**src/rtl/parking_pkg.sv**
```systemverilog
// Shared types and constants for the parking lot occupancy counter.
`timescale 1ns/1ps
package parking_pkg;

    typedef enum logic [2:0] {
        IDLE = 3'd0,
        EN1  = 3'd1,
        EN2  = 3'd2,
        EN3  = 3'd3,
        EX1  = 3'd4,
        EX2  = 3'd5,
        EX3  = 3'd6,
        ERR  = 3'd7
    } state_e;

    localparam int MAX_COUNT_DEF = 25;
    localparam int CNT_W_DEF     = 5;

    // Sensor codes written as {a, b}: a is the outer beam, b the inner beam.
    localparam logic [1:0] S_NONE = 2'b00;
    localparam logic [1:0] S_OUT  = 2'b10;
    localparam logic [1:0] S_BOTH = 2'b11;
    localparam logic [1:0] S_IN   = 2'b01;

endpackage

```
**src/rtl/sensor_sync.sv**
```systemverilog
// Multi-flop synchronizer for one asynchronous photo-sensor input.
`timescale 1ns/1ps
module sensor_sync #(
    parameter int STAGES = 2
) (
    input  logic clk_i,
    input  logic rst_ni,
    input  logic d_i,
    output logic q_o
);

    logic [STAGES-1:0] sync_q;

    always_ff @(posedge clk_i or negedge rst_ni) begin
        if (!rst_ni) begin
            sync_q <= '0;
        end else begin
            sync_q <= {sync_q[STAGES-2:0], d_i};
        end
    end

    assign q_o = sync_q[STAGES-1];

endmodule

```
**src/rtl/parking_lot_counter.sv**
```systemverilog
// Gate sensor sequence decoder with a saturating occupancy count and full/empty flags.
`timescale 1ns/1ps
module parking_lot_counter
    import parking_pkg::*;
#(
    parameter int MAX_COUNT   = MAX_COUNT_DEF,
    parameter int CNT_W       = CNT_W_DEF,
    parameter int SYNC_STAGES = 2
) (
    input  logic             clk,
    input  logic             reset,
    input  logic             a,
    input  logic             b,
    output logic [CNT_W-1:0] count,
    output logic             enter,
    output logic             exit,
    output logic             full,
    output logic             empty,
    output logic             seq_err,
    output state_e           dbg_state
);

    localparam logic [CNT_W-1:0] MAX_C = CNT_W'(MAX_COUNT);

    logic a_s;
    logic b_s;
    logic [1:0] ab;

    sensor_sync #(.STAGES(SYNC_STAGES)) u_sync_a (
        .clk_i  (clk),
        .rst_ni (reset),
        .d_i    (a),
        .q_o    (a_s)
    );

    sensor_sync #(.STAGES(SYNC_STAGES)) u_sync_b (
        .clk_i  (clk),
        .rst_ni (reset),
        .d_i    (b),
        .q_o    (b_s)
    );

    assign ab = {a_s, b_s};

    state_e           state_q, state_d;
    logic [CNT_W-1:0] count_q, count_d;
    logic             enter_q, enter_d;
    logic             exit_q, exit_d;
    logic             seq_err_q, seq_err_d;
    logic             full_q, empty_q;

    always_comb begin
        state_d   = state_q;
        enter_d   = 1'b0;
        exit_d    = 1'b0;
        seq_err_d = 1'b0;
        case (state_q)
            IDLE: begin
                case (ab)
                    S_OUT:   state_d = EN1;
                    S_IN:    state_d = EX1;
                    S_BOTH:  begin state_d = ERR; seq_err_d = 1'b1; end
                    default: ;
                endcase
            end
            EN1: begin
                case (ab)
                    S_BOTH:  state_d = EN2;
                    S_NONE:  state_d = IDLE;
                    S_IN:    begin state_d = ERR; seq_err_d = 1'b1; end
                    default: ;
                endcase
            end
            EN2: begin
                case (ab)
                    S_IN:    state_d = EN3;
                    S_OUT:   state_d = EN1;
                    S_NONE:  begin state_d = ERR; seq_err_d = 1'b1; end
                    default: ;
                endcase
            end
            EN3: begin
                case (ab)
                    S_NONE:  begin state_d = IDLE; enter_d = 1'b1; end
                    S_BOTH:  state_d = EN2;
                    S_OUT:   begin state_d = ERR; seq_err_d = 1'b1; end
                    default: ;
                endcase
            end
            // Exit path: same shape as the entry path with the sensors swapped.
            EX1: begin
                case (ab)
                    S_BOTH:  state_d = EX2;
                    S_NONE:  state_d = IDLE;
                    S_OUT:   begin state_d = ERR; seq_err_d = 1'b1; end
                    default: ;
                endcase
            end
            EX2: begin
                case (ab)
                    S_OUT:   state_d = EX3;
                    S_IN:    state_d = EX1;
                    S_NONE:  begin state_d = ERR; seq_err_d = 1'b1; end
                    default: ;
                endcase
            end
            EX3: begin
                case (ab)
                    S_NONE:  begin state_d = IDLE; exit_d = 1'b1; end
                    S_BOTH:  state_d = EX2;
                    S_IN:    begin state_d = ERR; seq_err_d = 1'b1; end
                    default: ;
                endcase
            end
            ERR: begin
                if (ab == S_NONE) begin
                    state_d = IDLE;
                end
            end
            default: state_d = IDLE;
        endcase

        // Saturate at both ends; the strobes still fire when the count holds.
        count_d = count_q;
        if (enter_d && (count_q != MAX_C)) begin
            count_d = count_q + CNT_W'(1);
        end else if (exit_d && (count_q != '0)) begin
            count_d = count_q - CNT_W'(1);
        end
    end

    always_ff @(posedge clk or negedge reset) begin
        if (!reset) begin
            state_q   <= IDLE;
            count_q   <= '0;
            enter_q   <= 1'b0;
            exit_q    <= 1'b0;
            seq_err_q <= 1'b0;
            full_q    <= 1'b0;
            empty_q   <= 1'b1;
        end else begin
            state_q   <= state_d;
            count_q   <= count_d;
            enter_q   <= enter_d;
            exit_q    <= exit_d;
            seq_err_q <= seq_err_d;
            // Flags come from the next count so they change on the same edge.
            full_q    <= (count_d == MAX_C);
            empty_q   <= (count_d == '0);
        end
    end

    assign count     = count_q;
    assign enter     = enter_q;
    assign exit      = exit_q;
    assign seq_err   = seq_err_q;
    assign full      = full_q;
    assign empty     = empty_q;
    assign dbg_state = state_q;

endmodule

```
**config.mk**
```make
export PLATFORM = sky130hd
export DESIGN_NAME = parking_lot_counter
export DESIGN_NICKNAME = d
export VERILOG_FILES = /design/src/rtl/parking_pkg.sv /design/src/rtl/sensor_sync.sv /design/src/rtl/parking_lot_counter.sv
export SDC_FILE = /design/constraint.sdc
export NUM_CORES = 1
export LEC_CHECK = 0
export CORE_MARGIN = 2
export CORE_UTILIZATION = 45
export CTS_BUF_LIST = sky130_fd_sc_hd__clkbuf_4 sky130_fd_sc_hd__clkbuf_8
export DETAILED_ROUTE_END_ITERATION = 7
export DONT_BUFFER_PORTS = 1
export PLACE_DENSITY = 0.69
export SLEW_MARGIN = 0
export SYNTH_ARGS = -nofsm -noshare
export SYNTH_HDL_FRONTEND = slang
export SYNTH_SLANG_ARGS = --single-unit
```
**constraint.sdc**
```tcl
create_clock -name clk -period 2.7 [get_ports clk]
set_input_delay 0.54 -clock clk [delete_from_list [all_inputs] [get_ports clk]]
set_output_delay 0.54 -clock clk [all_outputs]
set_load 0.05 [all_outputs]
```
* Word level (Yosys, flattened, before mapping) *
Cells that the tools add are included.

cells by class
  add/sub/neg operators = 2
  eq/ne operators = 20
  reduce and logical (&&, ||, !) cells = 10
  multiplexer cells = 18

operators by type and width
  cell                 number
  $pmux 3 s3           7
  $pmux 3 s8           1
  $ne 4x4->1 const B   5
  $eq 3x3->1 const B   4
  $mux 5               2
  $ne 4x3->1 const B   2
  $reduce_and 8->1     1
  $eq 3x2->1 const B   2
  $mux 1               6
  $reduce_or 2->1      3
  $add 5x1->5 const B  1
  $eq 5x5->1 const B   1
  $logic_not 5->1      1
  $ne 5x5->1 const B   1
  $reduce_bool 5->1    1
  $sub 5x1->5 const B  1
  $eq 2x2->1 const B   2
  $pmux 1 s4           1
  $eq 3x1->1 const B   1
  $logic_not 3->1      1
  $mux 3               1
  $eq 2x1->1 const B   1
  $logic_and 1x1->1    2
  $logic_not 2->1      1
  $ne 2x2->1 const B   1

word-level totals
  bits of input ports = 4
  output and inout bits = 13
  flip-flop bits (word level) = 17
  word-level logic and storage cells = 59

* Logic depth before layout (Yosys ltp) *
  depth in word-level cells = 7
  gate-level depth with buffers = 8
  mapped depth without buffers = 7

* Cells and area by module *
From an unflattened synthesis, not the netlist that was laid out.

unflattened totals
  cells, all modules = 132
  area, all modules = 1182.4 µm²

modules (own cells, without submodules)
  module               area an instance (µm²)  seq. area each (µm²)  cells an instance  times used
  parking_lot_counter  1082.3                  326.6                 128                1
  sensor_sync          50.0                    50.0                  2                  2

* Worst setup path before layout *
No wires, ideal clock.

  kind = reg2reg
  from = reg count_q[0] (netlist: count[0])
  to = reg full_q (netlist: full)
  cell stages (with the launch flop) = 8
  slack = 0.392 ns
  arrival = 2.207 ns
  setup time = 0.100 ns
  buffers on the path = 0
  period minus slack after synthesis = 2.308 ns
  data required time = 2.600 ns
  cell sequence = dfrtp_1 -> inv_1 -> ha_1 -> or4b_4 -> and3b_1 -> a211o_1 -> o21bai_1 -> nor4bb_1

between the ends
  cells in the longest elaborated chain, start to end = 5
  elaborated cells on any way between the ends = 9
  those cells by class = add/sub: 2; eq/ne: 2; mux: 2; reduce/logical: 3

ends and longest elaborated chain
  item                                                                 line                        text
  start, declared                                                      parking_lot_counter.sv:46   logic [CNT_W-1:0] count_q, count_d;
  start signal, assigned                                               parking_lot_counter.sv:143  count_q <= count_d;
  parallel branches: the longest is 3 deep, another holds $sub 5x1->5  n/a
  $mux 5 *                                                             parking_lot_counter.sv:125  if (enter_d && (count_q != MAX_C)) begin
  via count_d[1]                                                       parking_lot_counter.sv:46
  $eq 5x5->1 *                                                         parking_lot_counter.sv:148  full_q <= (count_d == MAX_C);
  end signal, assigned                                                 parking_lot_counter.sv:148
  end, declared                                                        parking_lot_counter.sv:50   logic full_q, empty_q;

Mark *: on every way through the listed nets, which the timed path passes.
A chain may end at the register's enable or synchronous reset.

* Worst setup path in the final report *
  from = reg u_sync_a.sync_q[1]
  to = reg state_q[1] (netlist: dbg_state[1])

between the ends
  cells in the longest elaborated chain, start to end = 3
  elaborated cells on any way between the ends = 21
  those cells by class = eq/ne: 11; mux: 8; reduce/logical: 2

ends and longest elaborated chain
  item                                            line                        text
  start, declared                                 sensor_sync.sv:12           logic [STAGES-1:0] sync_q;
  start signal, assigned                          sensor_sync.sv:18           sync_q <= {sync_q[STAGES-2:0], d_i};
  $eq 2x1->1, or another cell as far along        n/a
  $pmux 3 s3, or another cell as far along        parking_lot_counter.sv:108  case (ab)
  $pmux 3 s8 or $reduce_and 8->1 (tied branches)  n/a
  end signal, assigned                            parking_lot_counter.sv:142  state_q <= state_d;
  end, declared                                   parking_lot_counter.sv:45   state_e state_q, state_d;

Parallel ways exist; a longest one is shown, timed or not. The select of a mux whose other input is x is not followed.

==> impl_results.md <==
- Critical Path RT: 2900 ps
- Area of the multi-input gates: 681 sq um
- Share of cells above drive strength 1: 0.122
- Die X: about 55 microns
- Met3 wire len: between 100 and 150 microns
- Critical Path Source Type: flop
- # IOs: 17
- Cell count after synthesis: 127
- Rel. slew slack: 0.507
- RSZ-0062 raised after global routing: no
- Via count: roughly 970
- Arr. time, crit path: 2470 ps
- Placed cell areas: approximately 1200 sq um
- Sw frac: 0.522
- Post-route met1 wirelength: 1.07 mm
- Max_cap viols: 0
- Drt drc: 0
- Clock latency on the worst-skew pair: approximately 290 ps
- Uppermost layer routed: met4
- Clk buf depth: 2
- DP HPWL: approximately 1.7 mm
- Post-route ant nets: 0
- Synth Cell Area: ~1200 sq um
- First-pass GRT wire length: a little over 4 mm
- Core area: 2480 sq um
- Power Internal: approximately 0.00074 W
- Worst vdd ir: 849 uV
- Initial Util: 0.477
- Vias in the first global route: 936
- H-tree levels: 1
- Total track usage: 0.163
- Ant. Diodes: 0
- HP Class: in2async
- Most common cell after layout, fill and taps aside: dfrtp_1
- Routed wire per std cell: 14.4 microns
- Congestion Overflow GR: 0
- Clk pwr share: 0.091
- 1st-iter DRT viols: 28
- Power share of the sequential group: 0.297
- DIE AREA: 3050 sq um
- CTS Root Cell: clkbuf_4
- WP buf/inv: 1
- Mapped Avg Cell Area: 9.30 sq um
- Pleak: slightly below 0.6 nW
- CP Class: reg2reg
- FF-to-FF End: dbg_state[1]$_DFFE_PN0P_
- CTS buffer count: 3
- Max FO, Critical Path: 9
- Routed WL: roughly 2.3 mm
- Gate power share: 0.613
- Critical-path top delay cell: dfrtp_1
- CTS sink cnt: 17
- Crit path cell chain: inv_1 -> ha_1 -> or3_1 -> a211o_1 -> a32oi_1 -> a211oi_1 -> a21o_1
- Worst setup startpoint: u_sync_a.sync_q[1]$_DFF_PN0_
- Final setup violation count: 0
- Critical Path Sink Type: flop
- Reg2reg setup slack: 430 ps
- Worst Reg-to-Reg Cells: 7
- Initial antenna violation count: 0
- Reg clk slew, reported paths: roughly 110 ps
- Power per Cell Area: 1210 nW/um^2
- Worst Skew: about 9.3 ps
- Post-Route Utilization: 0.516
- Yosys cell types: 44
- Synth Net Count: 141
- FILL cells: 241
- Largest net degree at the start of global routing: 20
- DIE HEIGHT: ~55 microns
- Fin. max-slew vios: 0
- Synth warn: 0
- Status: complete, no violations
- Post-synthesis register bit count: 17
- Setup tns final: 0 ps
- Gpl congestion: about 0.85
- Tmin final: 2270 ps
- Most frequent cells in the layout: dfrtp_1, nor2_1, ha_1
- Top delay family on crit path: compound AO/OA/AOI/OAI gates
- Vias/cell: 6.01
- Seq/Total Area, Yosys: 0.361
- Switching power total: about 0.0008 W
- Post-route cell area: between 1000 and 1500 sq um
- Crit-path max cell delay: 410 ps
- Worst R2R Start: u_sync_a.sync_q[1]$_DFF_PN0_
- Reg area: 427 sq um
- Row cnt: 18
- Slew @ Worst Pin: 736 ps
- Port buffer count: 0
- F_max: roughly 440 MHz
- Final Hold Vio Count: 0
- First-pass DRT Iterations: 4
- CTS tree: done
- P&R area growth vs syn: 8.26%
- Met2 Wirelength: 1.06 mm
- Period utilization: 0.842
- Nets@finish: 146
[worst max path at each step]
stage,to,slack [ps],cells after the start
after floorplan,full$_DFF_PN0_,390,7
after global placement,dbg_state[1]$_DFFE_PN0P_,490,7
after detailed placement,dbg_state[1]$_DFFE_PN0P_,410,7
after CTS,dbg_state[1]$_DFFE_PN0P_,410,7
after global routing,dbg_state[1]$_DFFE_PN0P_,210,7
final,dbg_state[1]$_DFFE_PN0P_,430,7
[through the flow]
| step | setup slack [ps] | instances | hold slack, ps | total power (W) |
|---|---|---|---|---|
| after floorplan | 392 | 127 | 244 | 0.00121 |
| after global placement | 488 | 156 | 245 | 0.00139 |
| after detailed placement | 411 | 156 | 245 | 0.00141 |
| after CTS | 405 | 161 | 69.6 | 0.00156 |
| after global routing | 209 | 161 | 55.2 | 0.00167 |
| final | 426 | 161 | 81.8 | 0.00155 |
[cell usage after synthesis]
library cell | instances | area [sq um]
a211oi_1 | 1 | 7.51
nand2_1 | 3 | 11.3
and4b_1 | 2 | 20.0
mux4_2 | 1 | 22.5
clkbuf_1 | 6 | 22.5
a21boi_1 | 1 | 7.51
a21o_1 | 1 | 7.51
o21ai_1 | 4 | 20.0
nor4_1 | 1 | 6.26
xnor2_1 | 2 | 17.5
nand3b_1 | 2 | 15.0
nand3_1 | 5 | 25.0
o21a_1 | 1 | 7.51
ha_1 | 10 | 125
nor3_1 | 2 | 10.0
and3b_1 | 2 | 17.5
nor2_1 | 12 | 45.0
o22ai_1 | 1 | 6.26
o31a_1 | 1 | 8.76
o21bai_1 | 1 | 7.51
or4b_4 | 1 | 13.8
nor4bb_1 | 1 | 10.0
nor3b_1 | 4 | 30.0
o31ai_1 | 2 | 15.0
dfstp_2 | 1 | 26.3
a31oi_1 | 1 | 6.26
nor2b_1 | 2 | 12.5
a22oi_1 | 1 | 7.51
a21oi_1 | 8 | 40.0
and4_1 | 1 | 8.76
or3_1 | 1 | 6.26
a32oi_1 | 1 | 8.76
buf_4 | 2 | 15.0
o211ai_1 | 2 | 15.0
o21ai_0 | 4 | 20.0
mux2i_1 | 4 | 40.0
dfrtp_1 | 16 | 400
xor2_1 | 1 | 8.76
buf_2 | 2 | 10.0
inv_1 | 7 | 26.3
a211o_1 | 2 | 17.5
a2bb2oi_1 | 2 | 17.5
nand4b_1 | 1 | 8.76
and3_1 | 1 | 6.26
[area by class of cell]
class,instances,area share
inverter,7,0.0205
tap,30,0.0294
multi-input combinational,93,0.532
sequential,17,0.334
clock inverter,1,0.00587
clock buffer,3,0.0176
timing repair buffer,10,0.0607
[cells by family (layout without fill, tap and decap cells)]
group,after synthesis,in the layout,share of synthesized area
AOI/OAI and AO/OA,34,34,0.186
adders and majority gates,10,10,0.106
DFF,17,17,0.361
buffers and inverters,17,21,0.0625
and+or+nand+nor,41,41,0.209
xor gates and xnor gates,3,3,0.0222
muxes,5,5,0.0530
[power by group through the flow]
stage	Clock [W]	Combinational (W)	Sequential (W)
6_report	0.000141	0.000952	0.000461
5_1_grt	0.000155	0.00104	0.000471
3_3_place_gp	0	0.000927	0.000462
4_1_cts	0.000144	0.000951	0.000460
3_5_place_dp	0	0.000941	0.000466
2_1_floorplan	0	0.000549	0.000660
[registers in the layout, summed over array words and instances (netlist names)]
signal / cells
full: 1
count: 5
dbg_state: 3
exit: 1
seq_err: 1
enter: 1
u_sync_a.sync_q: 2
empty: 1
u_sync_b.sync_q: 2
[metal layers]
layer,up-vias,track usage
met5,-,0
met4,0,0.0592
met3,8,0.0468
met2,32,0.255
met1,458,0.215
li1,469,-
[timing repair]
item / 4_1_cts / 5_1_grt
hold endpoints to repair: 16 / 0
gates resized for setup: 0 / 0
setup buffers: 0 / 0
hold buffers: 1 / 0
(Power assumes the default switching activity.)
